<file path="src/rtl/axis_chk_pkg.sv">
// Shared types and constants for the AXI-Stream bandwidth checker and its
// companion pattern generator.
package axis_chk_pkg;

  localparam int          LANE_W       = 32;
  localparam logic [31:0] ERR_IDX_NONE = 32'hFFFF_FFFF;

  typedef enum logic [1:0] {
    ST_IDLE  = 2'd0,
    ST_ARMED = 2'd1,
    ST_RUN   = 2'd2,
    ST_DONE  = 2'd3
  } chk_state_e;

  // Status counters stick at all-ones instead of wrapping.
  function automatic logic [31:0] sat_inc(input logic [31:0] v);
    return (v == 32'hFFFF_FFFF) ? v : v + 32'd1;
  endfunction

endpackage

</file>
<file path="src/rtl/axis_pattern_ref.sv">
// Expected-data generator: 32-bit lanes counting up from the seed, shared with
// the write-stream generator so both sides agree on the pattern.
module axis_pattern_ref
  import axis_chk_pkg::*;
#(
  parameter int DATA_WIDTH = 64
) (
  input  logic [31:0]           seed,
  input  logic [31:0]           beat_idx,
  output logic [DATA_WIDTH-1:0] data
);

  localparam int NLANES = DATA_WIDTH / LANE_W;

  logic [31:0] base;

  // All arithmetic is modulo 2^32, so the pattern wraps naturally.
  always_comb begin
    base = seed + beat_idx * 32'(NLANES);
    data = '0;
    for (int k = 0; k < NLANES; k++) begin
      data[k*LANE_W +: LANE_W] = base + 32'(k);
    end
  end

endmodule

</file>
<file path="config.mk">
export PLATFORM = sky130hd
export DESIGN_NAME = axis_pattern_ref
export DESIGN_NICKNAME = d
export VERILOG_FILES = /design/src/rtl/axis_chk_pkg.sv /design/src/rtl/axis_pattern_ref.sv
export SDC_FILE = /design/constraint.sdc
export NUM_CORES = 1
export LEC_CHECK = 0
export BUFFER_PORTS_ARGS = -buffer_cell sky130_fd_sc_hd__buf_2
export CELL_PAD_IN_SITES_DETAIL_PLACEMENT = 1
export CELL_PAD_IN_SITES_GLOBAL_PLACEMENT = 1
export CORE_MARGIN = 10
export CORE_UTILIZATION = 34
export DETAILED_ROUTE_END_ITERATION = 12
export PLACE_DENSITY_LB_ADDON = 0.1
export SETUP_SLACK_MARGIN = 0.5
export SYNTH_ARGS = -nofsm -noshare
export SYNTH_HDL_FRONTEND = slang
export SYNTH_SLANG_ARGS = --single-unit
</file>
<file path="constraint.sdc">
create_clock -name vclk -period 5.7
set_input_delay 1.14 -clock vclk [all_inputs]
set_output_delay 1.14 -clock vclk [all_outputs]
set_load 0.005 [all_outputs]
</file>
==> Word level (Yosys, flattened, before mapping) <==
Index checks and enable logic that the tools add are counted.
{ "classes": {"n_addsub": 2, "multipliers": 0, "div_mod_pow": 0, "n_lt_le_gt_ge": 0, "eq_ne": 0, "n_shift": 0, "mux": 0, "bitwise_logic": 0, "reduce_logical": 0} }
{ "op_table": {"columns": ["operator", "n"], "rows": [
  ["$add A32 B1 Y32 const B", 1],
  ["$add A32 B32 Y32", 1]
]} }
{ "totals": {"reg_bits": 0, "latchBits": 0, "mem_bits_rw": 0, "romBits": 0, "in_bits": 64, "n_memories": 0} }

==> Longest topological paths before layout <==
Gate-level depths: netlist (run 1).
{ "logic_depth": {"depth_word": 2, "mapped_depth": 13, "ltp_nobuf": 12} }

==> Worst setup path after synthesis (run 1) <==
OpenSTA, ideal clock, no wires.
{ "synth_path": {"path_kind": "input -> output", "startpoint": "in seed[1]", "endpoint": "out data[62]", "t_arrival_ps": 3818, "required_time_ps": 4560, "setup_slack_ps": 742, "path_stages": 10, "n_path_buf": 0, "path_cell_list": "ha_1 -> inv_1 -> fa_1 -> xnor2_1 -> nand3_1 -> nor4b_1 -> and4_1 -> nor3b_2 -> nand4_1 -> xnor2_1"} }
{ "synth_between": {"elab_chain_cells": 2} }
{ "synth_lines": {"columns": ["item", "line", "source"], "rows": [
  ["start, declared", "axis_pattern_ref.sv:8", "input logic [31:0] seed,"],
  ["$add A32 B32 Y32", "axis_pattern_ref.sv:19", "base = seed + beat_idx * 32'(NLANES);"],
  ["net data[3]", "axis_pattern_ref.sv:10", "output logic [DATA_WIDTH-1:0] data"],
  ["$add A32 B1 Y32", "axis_pattern_ref.sv:22", "data[k*LANE_W +: LANE_W] = base + 32'(k);"],
  ["end, declared", "axis_pattern_ref.sv:10", null]
]} }
The timed path passes the listed nets, and every way through them passes these cells.

==> Worst setup path after layout (run 1) <==
{ "layout_path": {"startpoint": "in seed[1]", "endpoint": "out data[63]"} }
{ "layout_between": {"elab_chain_cells": 2} }
{ "layout_lines": {"columns": ["item", "line"], "rows": [
  ["$add A32 B32 Y32", "axis_pattern_ref.sv:19"],
  ["$add A32 B1 Y32", "axis_pattern_ref.sv:22"]
]} }
Every way passes these cells.

==> run metrics, run 1 <==
status=complete, no violations; Die W=108.2 um; final WL=10350 um; seq_cells=0; worst stage delay on the critical path=0.40 ns; Die Y=108.2 um; largest net degree at the start of global routing=13; Distinct cells, synth=71; Core Region=7647 um2; WL/cell=17.08 um; Layout area overhead=38.14%; # clk buffers=0; final setup vio count=0; Die ar.=11720 um2; fin util=47.82%; Core Rows=32; Cell Area, Synth=2648 um2; Hold WS=2.498 ns; Met3 Routed Length=599 um; fin crit period=5.177 ns; Antenna Cells=0; highest metal used=met4; RD Place Congestion=0.8638; Final Net Count=602; Vias/cell=5.371; Seq/Total Area, Yosys=0%; total gr overflow=0; Hold Crit Class=in -> out; via count=3255; Worst EP required=4.56 ns; relative slew slack=57.51%; warning count from the yosys run=0; Crit Path Max Fanout=8; share of the synthesized area in the top cell type=14.65%; Initial Utilization=34.62%; Area contributors post-synth=ha_1 (15%), xnor2_1 (12%), nand2_1 (6.7%); PortBufs=127; period utilization=90.83%; Tightest Pin Transition=0.6316 ns; vias in the first global route=3338; post-DP HPWL=9087 um; Placement Cell Area=3393 um2; initial antenna violation count=0; post-route design area=3657 um2; Max Slew Vio Count=0; pwr/cell area=153.5 nW/um2; Slowest-stage cell, CP=o31a_4; count leader, synth=nand2_1; met2 WL=4812 um; Syn Nets=466; share of cells above drive strength 1=39.48%; mean post-synth cell area=7.156 um2; worst path cell trace=buf_6 > ha_4 > inv_2 > fa_2 > nor2b_4 > o31a_4 > o21a_4 > or3_4 > a311oi_4 > nand2_2 > nor4b_4 > nand4_1 > xnor2_1 > buf_2; FF/Latch Area=0 um2; Setup CP Type=in -> out; first-pass GRT wire length=16460 um; Total Routing Usage GR=16.49%; RSZ-0062 raised after global routing=yes; antenna-violating nets left=0; initial DRC count=98; Max Freq=193.2 MHz; VDD IR max=0.05598 mV; Synth area leader=ha_1; Sum Neg Setup Slack=0 ns; total of max-cap violations=0; Metal-1 WL=4885 um; crit path capture type=primary output; crit path DAT=4.04 ns; Power, Total=0.5614 mW; Hold Fails Final Rpt=0; Worst setup SP type=input port; Gate Count Post-Synth=370; drt first pass iters=4; Lkg Pwr=1.642 nW; top cells by count, synth=nand2_1 (47), xnor2_1 (36), ha_1 (31), a21oi_1 (29), nor2_1 (26); I/O pins=128; DRC=0
report_power, final:
| group | switching (mW) | total [mW] | leakage [nW] | internal [mW] |
|---|---|---|---|---|
| logic | 0.309 | 0.561 | 1.64 | 0.252 |
| clock network | 0 | 0 | 0 | 0 |
| registers | 0 | 0 | 0 | 0 |
| total | 0.309 | 0.561 | 1.64 | 0.252 |
per-stage QoR:
stage / worst slack [ns] / std cells
6_report: 0.5227 / 606
3_5_place_dp: 0.3213 / 593
4_1_cts: 0.4483 / 599
3_3_place_gp: 0.3475 / 593
2_1_floorplan: 0.7421 / 370
5_1_grt: 0.4003 / 606
worst paths after layout:
kind | start | slack (ns) | end | cells past startpoint
worst max-delay path | seed[1] | 0.52 | data[63] | 14
worst min-delay path | seed[0] | 2.50 | data[0] | 2
what timing repair did:
item                                    in CTS  in global routing
hold buffers                                 0                  0
cloned                                       0                  0
setup buffers                                6                  7
resized for setup                           14                 22
endpoints found under the setup margin      10                 12
pin swaps                                   10                 17
metal layers:
| layer | GRT usage, % | up-vias |
|---|---|---|
| met1 | 22.06 | 1519 |
| met5 | 0 | - |
| li1 | - | 1649 |
| met4 | 0.9542 | 0 |
| met2 | 28.66 | 83 |
| met3 | 2.082 | 4 |
worst max-delay path, delay by kind of cell:
family	cells	cell delay [ns]
XOR/XNOR	1	0.15
buffers and inverters	3	0.28
AND/OR/NAND/NOR	5	1.04
adder cells (fa/ha/maj)	2	0.37
AO/OA/AOI/OAI	3	1.03
kinds of logic after synthesis:
logic type,share of synthesized area [%]
simple gates,32.28
compound gates,31.24
xor+xnor,16.45
fa+ha+maj,15.41
buf+inv,4.206
mux,0.4253
layout by cell type (no fill, tap or decap), drive strengths merged, types with 2 or more instances in the layout:
cell type / Yosys / final
a211oi: 7 / 7
a21o: 6 / 6
a21oi: 29 / 29
a22oi: 4 / 4
a311oi: 4 / 4
a31oi: 3 / 3
and2: 5 / 5
and3: 9 / 9
and4: 5 / 5
buf: 10 / 146
ha: 31 / 31
inv: 13 / 13
nand2: 49 / 49
nand3: 14 / 14
nand4: 13 / 13
nor2: 26 / 26
nor2b: 3 / 3
nor3: 10 / 10
nor4: 5 / 5
nor4b: 4 / 4
o211a: 3 / 3
o211ai: 7 / 7
o21a: 7 / 7
o21ai: 22 / 22
o31a: 2 / 2
o31ai: 3 / 3
or2: 3 / 3
or3: 5 / 5
xnor2: 37 / 37
xor2: 11 / 11
final cells by class:
cell class                      instances  area [um2]
Inverter                               13       48.80
Timing Repair Buffer                  146       790.8
Fill cell                            1003        3990
Multi-Input combinational cell        345        2690
Tap cell                              102       127.6
Note: power is estimated with default switching activity, not from simulation.
==> run 2, diff against run 1 <==
--- a/config.mk
+++ b/config.mk
@@ -11,7 +11,7 @@
 export CORE_MARGIN = 10
 export CORE_UTILIZATION = 34
 export DETAILED_ROUTE_END_ITERATION = 12
-export PLACE_DENSITY_LB_ADDON = 0.1
+export PLACE_DENSITY = 0.95
 export SETUP_SLACK_MARGIN = 0.5
 export SYNTH_ARGS = -nofsm -noshare
 export SYNTH_HDL_FRONTEND = slang
==> run metrics, run 2 (synthesis gave the netlist of run 1 again) <==
Die W=108.2 um (unchanged); total of max-cap violations=0 (unchanged); RSZ-0062 raised after global routing=yes; pre-CTS WS=0.1824 ns (-0.1390 ns); first-pass GRT wire length=17960 um (+9.1%); Max Freq=189.3 MHz (-2.0%); Final Net Count=607 (+0.83%); post-DP HPWL=9750 um (+7.3%); CP Buf/Inv Count=2 (-1); final setup vio count=0 (unchanged); commonest non-fill, non-tap cell in the layout=buf_2; Tightest Pin Transition=0.6393 ns (+0.007733 ns); crit path capture type=primary output; initial antenna violation count=0 (unchanged); Max Slew Vio Count=0 (unchanged); worst path cell trace=buf_2 > ha_2 > a21oi_1 > o21ai_0 > a21oi_1 > a21boi_0 > a311oi_1 > xnor2_1 > and3_1 > nand4_1 > xnor2_1 > buf_2; total gr overflow=0 (unchanged); status=complete, no violations; fin crit period=5.282 ns (+0.1045 ns); Hold Crit Class=in -> out; largest net degree at the start of global routing=13 (unchanged); Placed Cells=592 (-0.17%); Post-Layout Cell Count=611 (+0.83%); Worst EP required=4.56 ns (about the same); hold endpoint=data[0]; worst stage delay on the critical path=0.48 ns (+0.08 ns); FF/Latch Area=0 um2 (unchanged); Total Routing Usage GR=18.36% (+1.9 points); initial DRC count=257 (+160%); Antenna Cells=0 (unchanged); crit path DAT=4.14 ns (+0.10 ns); Core Region=7647 um2 (unchanged); seq_cells=0 (unchanged); WL/cell=21.64 um (+27%); Sum Neg Setup Slack=0 ns (unchanged); Worst setup SP type=input port; drt first pass iters=4 (unchanged); most frequent cells in the layout=buf_2 (125), nand2_1 (47), xnor2_1 (32); Layout area overhead=41.92%; Slowest-stage cell, CP=a311oi_1; Hold Fails Final Rpt=0 (unchanged); Vias/cell=5.951 (+11%); vias in the first global route=3691 (+11%); Crit Path Max Fanout=11 (+3); Die ar.=11720 um2 (unchanged); delay-heaviest family, CP=compound AO/OA/AOI/OAI gates; Setup CP Type=in -> out; DRC=0 (unchanged); Hold Startpoint=seed[0]; period utilization=92.66% (+1.8 points); RD Place Congestion=0.9401 (+8.8%); # clk buffers=0 (unchanged); Die Y=108.2 um (unchanged); Post-CTS Hold Fix Bufs=0 (unchanged); Hold Path Cell Cnt=2 (unchanged); VDD IR max=0.05610 mV (+0.22%); I/O pins=128 (unchanged); PortBufs=127 (unchanged); Hold WS=2.504 ns (+0.005450 ns); setup ws final=0.4182 ns (-0.1045 ns); via count=3636 (+12%); relative slew slack=56.98% (-0.52 points); share of cells above drive strength 1=43.22% (+3.7 points); final WL=13220 um (+28%); Core Rows=32 (unchanged); Lkg Pwr=1.684 nW (+2.5%); antenna-violating nets left=0 (unchanged); Initial Utilization=34.62% (unchanged); pwr/cell area=162.3 nW/um2 (+5.7%)
-- run 2: what timing repair did --
item,in CTS,in global routing
setup buffers,7,12
endpoints found under the setup margin,11,12
gates resized for setup,18,38
pin swaps,14,25
-- run 2: report_power, final --
group	switching (mW)	internal, mW	total (mW)
clock	0	0	0
sequential	0	0	0
combinational	0.353	0.257	0.610
total	0.353	0.257	0.610
-- run 2: worst max-delay path by stage --
| stage | start | depth (start not counted) | slack (ns) | endpoint |
|---|---|---|---|---|
| CTS | beat_idx[0] | 14 | 0.42 | data[63] |
| global placement | seed[1] | 14 | 0.37 | data[52] |
| floorplan | seed[1] | 10 | 0.74 | data[62] |
| detailed placement | seed[1] | 13 | 0.18 | data[63] |
| finish | seed[9] | 12 | 0.42 | data[62] |
| global route | seed[11] | 12 | 0.27 | data[63] |
-- run 2: cell type report --
type	count	area (um2)
fill	1012	3890
inverter	13	48.80
multi-input combinational	345	2749
tap	102	127.6
timing repair buffer	151	832.0
-- run 2: metrics by stage --
| stage | total power [mW] | area, um2 | util [%] |
|---|---|---|---|
| final | 0.6098 | 3757 | 49.13 |
| after global routing | 0.6544 | 3757 | 49.13 |
| after CTS | 0.5483 | 3523 | 46.07 |
| after detailed placement | 0.5270 | 3386 | 44.27 |
| after global placement | 0.5041 | 3386 | 44.27 |
| after floorplan | 0.3188 | 2648 | - |
-- run 2: metal layers --
| layer | vias to the layer above | GRT usage (%) | part of all wire (%) |
|---|---|---|---|
| met1 | 1756 | 20.36 | 36 |
| met3 | 52 | 2.499 | 6.7 |
| met4 | 0 | 6.679 | 4.6 |
| li1 | 1665 | - | - |
| met5 | - | 0 | 0 |
| met2 | 163 | 34.53 | 53 |
